### config.mk
export PLATFORM = sky130hd
export DESIGN_NAME = mem_port_arbiter_flat
export DESIGN_NICKNAME = d
export VERILOG_FILES = /design/src/rtl/mem_port_arbiter_if.sv /design/src/rtl/mem_port_arbiter.sv /design/src/flat_wrapper.sv
export SDC_FILE = /design/constraint.sdc
export NUM_CORES = 1
export LEC_CHECK = 0
export BUFFER_PORTS_ARGS = -buffer_cell sky130_fd_sc_hd__buf_4
export CAP_MARGIN = 15
export CORE_MARGIN = 8
export CORE_UTILIZATION = 51
export DETAILED_ROUTE_END_ITERATION = 6
export PLACE_DENSITY = 0.89
export SYNTH_ARGS = -nofsm -noshare
export SYNTH_HDL_FRONTEND = slang
export SYNTH_SLANG_ARGS = --single-unit
### constraint.sdc
create_clock -name clock -period 2.34 [get_ports clock]
set_input_delay 0.117 -clock clock [delete_from_list [all_inputs] [get_ports clock]]
set_output_delay 0.117 -clock clock [all_outputs]
set_load 0.03 [all_outputs]
### src/rtl/mem_port_arbiter_if.sv
// ---------------------------------------------------------------------------
// mem_port_arbiter_if
// Shared memory bus between the fetch/data arbiter and the memory system.
// One transaction is in flight at a time. mem_valid pulses for one cycle.
// mem_addr, mem_wdata and mem_wstrb are held until mem_ready.
//
// Signals:
//   mem_valid  request pulse (arbiter -> memory)
//   mem_instr  1 = instruction fetch transaction
//   mem_addr   XLEN bus address
//   mem_wdata  XLEN write data
//   mem_wstrb  XLEN/8 byte strobes, 0 = read
//   mem_rdata  XLEN read data (memory -> arbiter)
//   mem_ready  completion (memory -> arbiter)
//
// Modports: master = arbiter side, slave = memory side.
// ---------------------------------------------------------------------------
interface mem_port_arbiter_if #(
  parameter int XLEN = 32
);
  logic              mem_valid;
  logic              mem_instr;
  logic [XLEN-1:0]   mem_addr;
  logic [XLEN-1:0]   mem_wdata;
  logic [XLEN/8-1:0] mem_wstrb;
  logic [XLEN-1:0]   mem_rdata;
  logic              mem_ready;

  modport master (
    output mem_valid, mem_instr, mem_addr, mem_wdata, mem_wstrb,
    input  mem_rdata, mem_ready
  );

  modport slave (
    input  mem_valid, mem_instr, mem_addr, mem_wdata, mem_wstrb,
    output mem_rdata, mem_ready
  );
endinterface

### src/rtl/mem_port_arbiter.sv
// ---------------------------------------------------------------------------
// mem_port_arbiter
// Shares the core's single memory bus between instruction fetch and the
// decode-stage data request (load / store / fence). It latches single-cycle
// request pulses, arbitrates, issues registered bus requests and routes the
// response back with a registered one-cycle ready pulse.
//
// Configuration macro: ROUND_ROBIN_EN
//   defined   : on contention the last-granted requester loses
//               (out of reset fetch counts as last-granted)
//   undefined : fixed priority, data always wins
//
// Ports:
//   clock, reset          rising-edge clock, synchronous active-low reset
//   i_valid/i_addr        fetch request pulse and address
//   i_flush               drop pending fetch / suppress in-flight fetch reply
//   i_rdata/i_ready       fetch data and completion pulse
//   d_valid/d_fence       data request pulse, fence qualifier
//   d_addr/d_wdata/d_wstrb data address, store data, strobes (0 = load)
//   d_rdata/d_ready       load data (0 for fence) and completion pulse
//   bus                   memory bus, master modport
// ---------------------------------------------------------------------------
module mem_port_arbiter #(
  parameter int XLEN = 32
) (
  input  logic              clock,
  input  logic              reset,

  input  logic              i_valid,
  input  logic [XLEN-1:0]   i_addr,
  input  logic              i_flush,
  output logic [XLEN-1:0]   i_rdata,
  output logic              i_ready,

  input  logic              d_valid,
  input  logic              d_fence,
  input  logic [XLEN-1:0]   d_addr,
  input  logic [XLEN-1:0]   d_wdata,
  input  logic [XLEN/8-1:0] d_wstrb,
  output logic [XLEN-1:0]   d_rdata,
  output logic              d_ready,

  mem_port_arbiter_if.master bus
);

  localparam int SW = XLEN / 8;

  typedef enum logic [1:0] {IDLE, BUSY_I, BUSY_D, FENCE} state_t;

  state_t          state;
  logic            ipend;
  logic            dpend;
  logic            cancel;
  logic [XLEN-1:0] i_addr_q;
  logic [XLEN-1:0] d_addr_q;
  logic [XLEN-1:0] d_wdata_q;
  logic [SW-1:0]   d_wstrb_q;
  logic            d_fence_q;
`ifdef ROUND_ROBIN_EN
  logic            last_i;
`endif

  logic            cancel_eff;
  logic            i_done;
  logic            d_done;
  logic            ip_n;
  logic            dp_n;
  logic            arb_en;
  logic            prefer_d;
  logic            pick_d;
  logic            pick_i;
  logic [XLEN-1:0] i_addr_e;
  logic [XLEN-1:0] d_addr_e;
  logic [XLEN-1:0] d_wdata_e;
  logic [SW-1:0]   d_wstrb_e;
  logic            d_fence_e;

  // Next-cycle pending flags and the grant decision. Arbitration runs in the
  // cycle a transaction completes, so a waiting request issues right after
  // mem_ready with no idle bubble. Same-cycle captures bypass the latches.
  always_comb begin
    // NOTE: every signal gets its default at the top of the block so no
    // path leaves one unassigned, which would infer a latch.
    cancel_eff = cancel | i_flush;
    i_done     = (state == BUSY_I) && bus.mem_ready;
    d_done     = (state == BUSY_D) && bus.mem_ready;

    // A cancelled fetch completing must not clear ipend: by then ipend can
    // only hold a fresh request made with or after the flush.
    ip_n = (ipend & ~i_flush) | i_valid;
    if (i_done && !cancel_eff) ip_n = 1'b0;

    dp_n = dpend | d_valid;
    if (d_done || state == FENCE) dp_n = 1'b0;

    arb_en = (state == IDLE) || (state == FENCE) || i_done || d_done;

`ifdef ROUND_ROBIN_EN
    prefer_d = last_i;
`else
    prefer_d = 1'b1;
`endif
    pick_d = arb_en && dp_n && (!ip_n || prefer_d);
    pick_i = arb_en && ip_n && !pick_d;

    i_addr_e  = i_valid ? i_addr  : i_addr_q;
    d_addr_e  = d_valid ? d_addr  : d_addr_q;
    d_wdata_e = d_valid ? d_wdata : d_wdata_q;
    d_wstrb_e = d_valid ? d_wstrb : d_wstrb_q;
    d_fence_e = d_valid ? d_fence : d_fence_q;
  end

  // NOTE: all state is updated with non-blocking assignments so every
  // register sees the pre-edge values of the others.
  always_ff @(posedge clock) begin
    if (!reset) begin
      state         <= IDLE;
      ipend         <= 1'b0;
      dpend         <= 1'b0;
      cancel        <= 1'b0;
      // NOTE: the request latches are reset too; they are only ever read
      // behind a pending flag, but a known value keeps the bus outputs clean.
      i_addr_q      <= '0;
      d_addr_q      <= '0;
      d_wdata_q     <= '0;
      d_wstrb_q     <= '0;
      d_fence_q     <= 1'b0;
`ifdef ROUND_ROBIN_EN
      last_i        <= 1'b1;
`endif
      i_rdata       <= '0;
      i_ready       <= 1'b0;
      d_rdata       <= '0;
      d_ready       <= 1'b0;
      bus.mem_valid <= 1'b0;
      bus.mem_instr <= 1'b0;
      bus.mem_addr  <= '0;
      bus.mem_wdata <= '0;
      bus.mem_wstrb <= '0;
    end else begin
      bus.mem_valid <= 1'b0;
      i_ready       <= 1'b0;
      d_ready       <= 1'b0;
      ipend         <= ip_n;
      dpend         <= dp_n;

      if (i_valid) i_addr_q <= i_addr;
      if (d_valid) begin
        d_addr_q  <= d_addr;
        d_wdata_q <= d_wdata;
        d_wstrb_q <= d_wstrb;
        d_fence_q <= d_fence;
      end

      if (state == BUSY_I && i_flush) cancel <= 1'b1;

      case (state)
        BUSY_I: if (bus.mem_ready) begin
          state  <= IDLE;
          cancel <= 1'b0;
          if (!cancel_eff) begin
            i_ready <= 1'b1;
            i_rdata <= bus.mem_rdata;
          end
        end
        BUSY_D: if (bus.mem_ready) begin
          state   <= IDLE;
          d_ready <= 1'b1;
          d_rdata <= bus.mem_rdata;
        end
        FENCE: begin
          state   <= IDLE;
          d_ready <= 1'b1;
          d_rdata <= '0;
        end
        default: ;
      endcase

      // Grants override the state return above.
      if (pick_d) begin
`ifdef ROUND_ROBIN_EN
        last_i <= 1'b0;
`endif
        if (d_fence_e) begin
          state <= FENCE;
        end else begin
          state         <= BUSY_D;
          bus.mem_valid <= 1'b1;
          bus.mem_instr <= 1'b0;
          bus.mem_addr  <= d_addr_e;
          bus.mem_wdata <= d_wdata_e;
          bus.mem_wstrb <= d_wstrb_e;
        end
      end else if (pick_i) begin
`ifdef ROUND_ROBIN_EN
        last_i <= 1'b1;
`endif
        state         <= BUSY_I;
        bus.mem_valid <= 1'b1;
        bus.mem_instr <= 1'b1;
        bus.mem_addr  <= i_addr_e;
        bus.mem_wdata <= '0;
        bus.mem_wstrb <= '0;
      end
    end
  end

endmodule

### src/flat_wrapper.sv
// flat-port wrapper written by rule: the top's interface ports become plain ports
module mem_port_arbiter_flat 
#(
  parameter int XLEN = 32
)
  (clock, reset, i_valid, i_addr, i_flush, i_rdata, i_ready, d_valid, d_fence, d_addr, d_wdata, d_wstrb, d_rdata, d_ready, bus_mem_valid, bus_mem_instr, bus_mem_addr, bus_mem_wdata, bus_mem_wstrb, bus_mem_rdata, bus_mem_ready);
  mem_port_arbiter_if #(.XLEN(XLEN)) bus_i ();
  input  logic clock;
  input  logic reset;
  input  logic i_valid;
  input  logic [XLEN-1:0] i_addr;
  input  logic i_flush;
  output logic [XLEN-1:0] i_rdata;
  output logic i_ready;
  input  logic d_valid;
  input  logic d_fence;
  input  logic [XLEN-1:0] d_addr;
  input  logic [XLEN-1:0] d_wdata;
  input  logic [XLEN/8-1:0] d_wstrb;
  output logic [XLEN-1:0] d_rdata;
  output logic d_ready;
  output wire logic [$bits(bus_i.mem_valid)-1:0] bus_mem_valid;
  output wire logic [$bits(bus_i.mem_instr)-1:0] bus_mem_instr;
  output wire logic [$bits(bus_i.mem_addr)-1:0] bus_mem_addr;
  output wire logic [$bits(bus_i.mem_wdata)-1:0] bus_mem_wdata;
  output wire logic [$bits(bus_i.mem_wstrb)-1:0] bus_mem_wstrb;
  input wire logic [$bits(bus_i.mem_rdata)-1:0] bus_mem_rdata;
  input wire logic [$bits(bus_i.mem_ready)-1:0] bus_mem_ready;
  assign bus_mem_valid = bus_i.mem_valid;
  assign bus_mem_instr = bus_i.mem_instr;
  assign bus_mem_addr = bus_i.mem_addr;
  assign bus_mem_wdata = bus_i.mem_wdata;
  assign bus_mem_wstrb = bus_i.mem_wstrb;
  assign bus_i.mem_rdata = bus_mem_rdata;
  assign bus_i.mem_ready = bus_mem_ready;
  mem_port_arbiter #(.XLEN(XLEN)) u_core (.clock(clock), .reset(reset), .i_valid(i_valid), .i_addr(i_addr), .i_flush(i_flush), .i_rdata(i_rdata), .i_ready(i_ready), .d_valid(d_valid), .d_fence(d_fence), .d_addr(d_addr), .d_wdata(d_wdata), .d_wstrb(d_wstrb), .d_rdata(d_rdata), .d_ready(d_ready), .bus(bus_i));
endmodule
==> key figures, run 1 <==
Final layout
  – Area of the multi-input gates: around 3800 um2
  – Area Growth Syn to Fin: 47.68%
  – Number of standard cells in the final layout excluding fillers: 1509
  – Net count reported at finish: 1407
  – Fraction of layout instances using a drive strength above 1: approximately a third
  – Fill cell instance count of the final layout: 991
  – Area used by sequential logic in the layout: a little under 5000 um2

STA
  – Relative slew slack: between 60% and 70%
  – Final slew viol count: 0
  – Period utilization: between 90 and 100%
  – Peak Freq: approximately 0.46 GHz
  – Total count of hold-check failures in the final report: 0
  – Number of setup violations in the final report: 0
  – Setup TNS: 0 ps
  – Max Clock Skew: 18.85 ps
  – RSZ-0062 raised after global routing: false
  – Minimum period implied by the final worst setup slack: ~2200 ps
  – Worst Max-Slew Pin Slew: roughly 540 ps

Synth
  – Post-synth ARST share: 0%
  – Average cell area after synthesis: 10.28 um2
  – FF+latch count, synth: about 240
  – Cell taking the most area after synthesis: sky130_fd_sc_hd__dfxtp_1
  – Most area-consuming cells after synthesis: sky130_fd_sc_hd__dfxtp_1, sky130_fd_sc_hd__mux2i_1, sky130_fd_sc_hd__o32ai_2
  – Register area share after synthesis: between 50% and 60%
  – Count of flip-flops with a built-in enable after synthesis: 0
  – Post-Syn Nets: around 1000
  – Mapped Area: between 9000 and 10000 um2
  – Gate Count Post-Synth: approximately 880
  – Area share of the largest cell type after synthesis: approximately 53%
  – Prevailing post-synth register cell: sky130_fd_sc_hd__dfxtp_1
  – Unique masters post-synth: 38
  – Warnings, synthesis: 0

Setup path
  – Startpoint kind of the worst setup timing path: flip-flop
  – Required time of the worst setup path: around 2800 ps
  – Kind of critical path: reg2reg
  – Nature of the critical path endpoint: flip-flop
  – Crit path DAT: between 2000 and 3000 ps
  – Max FO, Critical Path: 36
  – Number of cells traversed by the worst register-to-register path: 7

GRT
  – Global routing usage on met2: a little under half
  – Global-route track usage on met3: 7.342%
  – Antenna violations before repair: 3
  – Busiest grt layer: met2
  – Met1 routing resource usage after global routing: between 20% and 30%
  – Vias in the first global route: about 8800
  – Overall routing resource usage: between 20% and 30%
  – Global route overflow: 0
  – Global-route wire length before repair: roughly 48000 um
  – Largest net degree at the start of global routing: 85

Die
  – Number of top-level pins: around 280
  – Area of the die: approximately 22000 um2
  – Row Count: 48
  – Initial Utilization: ~52%
  – Horizontal die dimension: 149.4 um
  – Die height: approximately 150 um
  – Core footprint: approximately 17000 um2

CTS
  – Worst-path clk slew: around 60 ps
  – CTS tree: yes
  – Clk_lat worst skew: about 510 ps
  – Worst-case clock buffer depth: 3
  – Clock tree root driver cell: sky130_fd_sc_hd__clkbuf_16
  – Post-cts resize count: 0
  – TritonCTS Buffers: 25
  – H-tree level count: 1
  – Clock Sink Count: between 200 and 250

Power and ir drop
  – Comb power frac: a little under two fifths
  – Static leakage power: slightly below 6 nW
  – Fraction of power consumed by sequential logic: 35.7%
  – Proportion of power drawn by the clock network: a little over a quarter
  – PnR Total Power: approximately 15 mW
  – Switching part of the total power: between 30% and 40%
  – Power Density: between 1000 and 1500 nW/um2
  – Max rail drop VDD: slightly below 0.8 mV
  – NetSw: 5.357 mW
  – Internal power: approximately 9 mW

Placement
  – Placed cell count: 1331
  – Half-perimeter wire length after placement: 17630 um
  – Count of input and output buffers: 274
  – GP Congestion: 0.8457

Drt
  – Vias: between 8000 and 9000
  – DRC errors left: 0
  – WL per Instance: approximately 20 um
  – DR iter-0 viols: 412
  – Number of nets still failing antenna checks after routing: 0
  – Detailed Route WL: roughly 30000 um
  – Via-to-Cell Ratio: 5.403
  – Number of optimization iterations in the first detailed-route pass: 7

Hold path
  – Path type of the worst min-delay path: in2reg
  – WHS Path Cells: 4

Status
  – Run status: complete, no violations

Job
  – Maxcap violations: 0
-- flip-flops by register name, indices dropped and copies added, names as in the netlist, 2 cells and up --
name / count
u_core.d_rdata: 32
u_core.d_wstrb_q: 4
u_core.state: 2
u_core.bus.mem_wdata: 32
u_core.i_addr_q: 32
u_core.i_rdata: 32
u_core.d_wdata_q: 32
u_core.bus.mem_wstrb: 4
u_core.d_addr_q: 32
u_core.bus.mem_addr: 32
-- cells in the mapped netlist (2+ instances only) --
cell,number
sky130_fd_sc_hd__o32ai_2,29
sky130_fd_sc_hd__dfxtp_1,242
sky130_fd_sc_hd__buf_6,7
sky130_fd_sc_hd__o32ai_1,3
sky130_fd_sc_hd__nor2_1,108
sky130_fd_sc_hd__clkbuf_1,38
sky130_fd_sc_hd__a21oi_1,34
sky130_fd_sc_hd__inv_1,35
sky130_fd_sc_hd__nand3_1,2
sky130_fd_sc_hd__buf_2,21
sky130_fd_sc_hd__o21a_1,4
sky130_fd_sc_hd__a22oi_1,32
sky130_fd_sc_hd__nand2_1,66
sky130_fd_sc_hd__a22o_1,36
sky130_fd_sc_hd__and2_1,65
sky130_fd_sc_hd__mux2i_1,70
sky130_fd_sc_hd__ha_1,4
sky130_fd_sc_hd__buf_1,3
sky130_fd_sc_hd__mux2_2,32
sky130_fd_sc_hd__o21ai_0,33
sky130_fd_sc_hd__nor3_1,2
-- layout by cell type (no fill, tap or decap), types with 3 or more instances in the layout --
master,count
sky130_fd_sc_hd__a21oi_1,34
sky130_fd_sc_hd__and2_1,65
sky130_fd_sc_hd__diode_2,3
sky130_fd_sc_hd__ha_1,4
sky130_fd_sc_hd__dfxtp_1,242
sky130_fd_sc_hd__mux2_2,32
sky130_fd_sc_hd__o32ai_2,29
sky130_fd_sc_hd__inv_1,35
sky130_fd_sc_hd__o21a_1,4
sky130_fd_sc_hd__o32ai_1,3
sky130_fd_sc_hd__a22o_1,36
sky130_fd_sc_hd__clkbuf_16,25
sky130_fd_sc_hd__buf_4,287
sky130_fd_sc_hd__clkbuf_1,7
sky130_fd_sc_hd__buf_12,5
sky130_fd_sc_hd__nor2_1,107
sky130_fd_sc_hd__mux2i_1,69
sky130_fd_sc_hd__o21ai_0,33
sky130_fd_sc_hd__a22oi_1,32
sky130_fd_sc_hd__clkbuf_8,5
sky130_fd_sc_hd__nand2_1,66
sky130_fd_sc_hd__dlygate4sd3_1,131
sky130_fd_sc_hd__clkinv_2,5
-- logic make-up after synthesis --
| group | count (synthesis) | share of synthesized area (%) |
|---|---|---|
| buffers and inverters | 105 | 5.211 |
| adder cells (fa/ha/maj) | 4 | 0.5514 |
| AO/OA/AOI/OAI | 179 | 16.54 |
| AND/OR/NAND/NOR | 251 | 12.63 |
| multiplexers | 102 | 11.69 |
| flip-flops | 242 | 53.38 |
-- critical path, stage by stage, from the launching register on --
cell and delay [ps]:
sky130_fd_sc_hd__dfxtp_1 380, sky130_fd_sc_hd__inv_1 90, sky130_fd_sc_hd__ha_1 300, sky130_fd_sc_hd__a21bo_2 260, sky130_fd_sc_hd__a41oi_2 290, sky130_fd_sc_hd__o21a_1 170
sky130_fd_sc_hd__buf_4 370, sky130_fd_sc_hd__a22o_1 260
-- through the flow --
step / area (um2) / hold slack (ps) / worst slack, ps / util [%]
after floorplan: 9076 / 253.0 / 461.0 / -
after global placement: 11300 / 371.7 / 324.0 / 65.11
after detailed placement: 11300 / 381.7 / 248.1 / 65.11
after CTS: 13400 / 6.801 / 198.7 / 77.18
after global routing: 13400 / 4.907 / 46.90 / 77.23
final: 13400 / 13.70 / 153.9 / 77.23
-- power by group through the flow --
stage               Clock (mW)  Combinational [mW]  Sequential [mW]
floorplan                    0                2.56             6.21
global placement             0                5.18             5.24
detailed placement           0                5.30             5.24
CTS                       3.86                5.52             5.18
global route              4.03                5.92             5.27
finish                    3.80                5.58             5.21
-- area by class of cell --
cell class | instances | share of cell area, %
clock buffers | 37 | 5.377
diodes | 3 | 0.05601
multi-input cells | 536 | 28.22
clock inverters | 7 | 0.4761
well taps | 225 | 2.100
inverters | 36 | 1.027
repair buffers | 423 | 26.60
flip-flops and latches | 242 | 36.14
-- metal layers --
| metal | up-vias | part of all wire, % |
|---|---|---|
| met5 | - | 0 |
| met2 | 376 | 51 |
| met4 | 0 | 4.6 |
| met3 | 105 | 8.3 |
| met1 | 3891 | 36 |
| li1 | 3781 | - |
-- path summary, 6_finish.rpt --
check | start | endpoint | slack (ps)
setup / recovery | u_core.state[0] | u_core.bus.mem_wdata[29] | 150
hold / removal | i_flush | u_core.ipend | 10
setup reg to reg | u_core.state[0] | u_core.bus.mem_wdata[29] | 150
hold reg to reg | u_core.i_rdata[21] | u_core.i_rdata[21] | 450
-- repair_timing --
item | in CTS | in global routing
hold endpoints to repair | 164 | 0
setup buffers | 0 | 0
endpoints found under the setup margin | 0 | 0
hold buffers | 131 | 0
Power figures use the tool's default switching activity.
==> inputs of run 2 (changes only) <==
--- a/config.mk
+++ b/config.mk
@@ -7,7 +7,7 @@
 export LEC_CHECK = 0
 export BUFFER_PORTS_ARGS = -buffer_cell sky130_fd_sc_hd__buf_4
 export CAP_MARGIN = 15
-export CORE_MARGIN = 8
+export CORE_MARGIN = 3
 export CORE_UTILIZATION = 51
 export DETAILED_ROUTE_END_ITERATION = 6
 export PLACE_DENSITY = 0.89
==> run 2 against run 1 <==
Net effect:
- clock skew down 4.6 ps
- largest power group unchanged
- hold slack improved by 11 ps
- critical path type unchanged
- worst setup slack improved by 4.1 ps
- routed wire length is 5.7% lower
- sequential share of layout area is 0.10 points higher
==> key figures, run 2 (synthesized netlist as in run 1, its figures left out) <==
Drt
  – DR iter-0 viols: 605 (+47%)
  – DRC errors left: 0 (unchanged)
  – Via-to-Cell Ratio: 5.363 (-0.75%)
  – Detailed Route WL: 29070 um (-5.7%)
  – Number of nets still failing antenna checks after routing: 0 (unchanged)
  – WL per Instance: 19.34 um (-5.3%)
  – Number of optimization iterations in the first detailed-route pass: 5 (-2)
  – Vias: 8060 (-1.1%)

Power and ir drop
  – Proportion of power drawn by the clock network: 25.6% (-0.5 points)
  – Switching part of the total power: 36.77% (+0.067 points)
  – Max rail drop VDD: 0.6818 mV (-14%)
  – Power Density: 1080 nW/um2 (-0.76%)
  – Internal power: 9.132 mW (-1.1%)
  – Comb power frac: 38.3% (about the same)
  – PnR Total Power: 14.44 mW (-1.0%)
  – Static leakage power: 5.838 nW (-0.37%)
  – NetSw: 5.311 mW (-0.86%)
  – Fraction of power consumed by sequential logic: 36.1% (+0.4 points)

Die
  – Row Count: 48 (unchanged)
  – Initial Utilization: 52.29% (unchanged)
  – Horizontal die dimension: 139.4 um (-6.7%)
  – Die height: 139.4 um (-6.7%)
  – Number of top-level pins: 275 (unchanged)
  – Core footprint: 17360 um2 (unchanged)
  – Area of the die: 19430 um2 (-13%)

Final layout
  – Most frequent standard cell in the layout excluding fill and tap cells: sky130_fd_sc_hd__buf_4
  – Fraction of layout instances using a drive strength above 1: 31.09% (-0.37 points)
  – Net count reported at finish: 1406 (-0.071%)
  – Highest-count cells in the layout ignoring fill and taps: sky130_fd_sc_hd__buf_4, sky130_fd_sc_hd__dfxtp_1, sky130_fd_sc_hd__dlygate4sd3_1, sky130_fd_sc_hd__nor2_1, sky130_fd_sc_hd__mux2i_1
  – Fill cell instance count of the final layout: 972 (-1.9%)
  – Area Growth Syn to Fin: 47.27%

Setup path
  – Ordered cell list for the critical path: inv_1 -> ha_1 -> a21bo_2 -> a41oi_2 -> o21a_1 -> buf_4 -> a22o_1
  – Nature of the critical path endpoint: flip-flop
  – Max FO, Critical Path: 36 (unchanged)
  – Standard cell with the maximum stage delay on the critical path: sky130_fd_sc_hd__dfxtp_1
  – Required time of the worst setup path: 2790 ps (+30 ps)
  – Delay of the slowest critical-path stage: 380 ps (about the same)
  – Startpoint kind of the worst setup timing path: flip-flop
  – Crit path DAT: 2630 ps (+20 ps)
  – Kind of critical path: reg2reg

CTS
  – Clock tree root driver cell: sky130_fd_sc_hd__clkbuf_16
  – Worst-case clock buffer depth: 3 (unchanged)
  – CTS tree: yes
  – Number of setup buffers added after CTS: 0 (unchanged)
  – TritonCTS Buffers: 24 (-4.0%)
  – Worst-path clk slew: 70 ps (about the same)
  – Clock Sink Count: 242 (unchanged)
  – H-tree level count: 1 (unchanged)
  – Clk_lat worst skew: 510 ps (about the same)

STA
  – Max Clock Skew: 14.25 ps (-4.601 ps)
  – Total count of hold-check failures in the final report: 0 (unchanged)
  – Worst Max-Slew Pin Slew: 549.6 ps (+5.684 ps)
  – Relative slew slack: 63.36% (-0.38 points)
  – RSZ-0062 raised after global routing: false
  – Number of setup violations in the final report: 0 (unchanged)
  – Setup TNS: 0 ps (unchanged)
  – Period utilization: 93.25% (-0.17 points)
  – Minimum period implied by the final worst setup slack: 2182 ps (-4.084 ps)
  – Peak Freq: 0.4583 GHz (+0.19%)
  – Final slew viol count: 0 (unchanged)

GRT
  – Largest net degree at the start of global routing: 87 (+2.4%)
  – Antenna violations before repair: 1 (-2)
  – Vias in the first global route: 8685 (-1.8%)
  – Overall routing resource usage: 28.84% (+2.2 points)
  – Global-route wire length before repair: 46010 um (-3.4%)
  – Global route overflow: 0 (unchanged)

Placement
  – Half-perimeter wire length after placement: 15670 um (-11%)
  – GP Congestion: 0.8155 (-3.6%)
  – Count of input and output buffers: 274 (unchanged)

Job
  – Maxcap violations: 0 (unchanged)

Hold path
  – Path type of the worst min-delay path: in2reg

Status
  – Run status: complete, no violations
==> run 2: per-layer routing <==
layer	share of wire, %	track usage, %	vias to the layer above
met3	7.7	6.426	72
met1	38	34.07	3826
met2	50	51.17	384
met5	0	0	-
li1	-	-	3778
met4	3.4	10.81	0
==> run 2: layout make-up <==
class / count / area (um2) / area share (%)
clock buffer: 34 / 689.4 / 5.158
inverter: 36 / 137.6 / 1.030
sequential: 242 / 4845 / 36.24
timing repair buffer: 423 / 3573 / 26.73
multi-input combinational: 536 / 3782 / 28.30
clock inverter: 6 / 55.05 / 0.4119
antenna: 1 / 2.502 / 0.01872
tap: 225 / 281.5 / 2.106
==> run 2: repair_timing <==
item | 4_1_cts | 5_1_grt
hold buffers | 134 | 0
hold endpoints to repair | 167 | 0
resized for setup | 0 | 0
endpoints found under the setup margin | 0 | 0
==> run 2: path summary, 6_finish.rpt <==
path                                        start  slack, ps                      end  cells past startpoint
worst min-delay path                   d_addr[13]         20      u_core.d_addr_q[13]                      3
worst max-delay path              u_core.state[0]        160  u_core.bus.mem_wdata[7]                      7
worst min register to register  u_core.i_rdata[9]        450        u_core.i_rdata[9]                      2
worst max register to register    u_core.state[0]        160  u_core.bus.mem_wdata[7]                      7
==> run 2: power groups by stage <==
stage	logic, mW	clock network (mW)	registers [mW]
detailed placement	5.23	0	5.25
CTS	5.45	3.73	5.18
floorplan	2.56	0	6.21
finish	5.53	3.69	5.22
global placement	5.12	0	5.23
global route	5.87	3.92	5.27
==> run 2: worst max-delay path, delay by kind of cell, from the launching register on <==
family	cells	cell delay (ps)
AOI/OAI and AO/OA	4	990
buffers and inverters	2	450
DFF	1	380
adders and majority gates	1	290
==> run 2: through the flow <==
stage	hold WS [ps]	utilization (%)	instances	worst slack, ps	cell area, um2
floorplan	253.0	-	883	461.0	9076
global route	2.157	77.01	1503	82.92	13370
CTS	1.782	77.00	1502	190.5	13360
finish	24.49	77.01	1503	158.0	13370
global placement	372.3	64.98	1328	318.6	11280
detailed placement	381.1	64.98	1328	216.9	11280
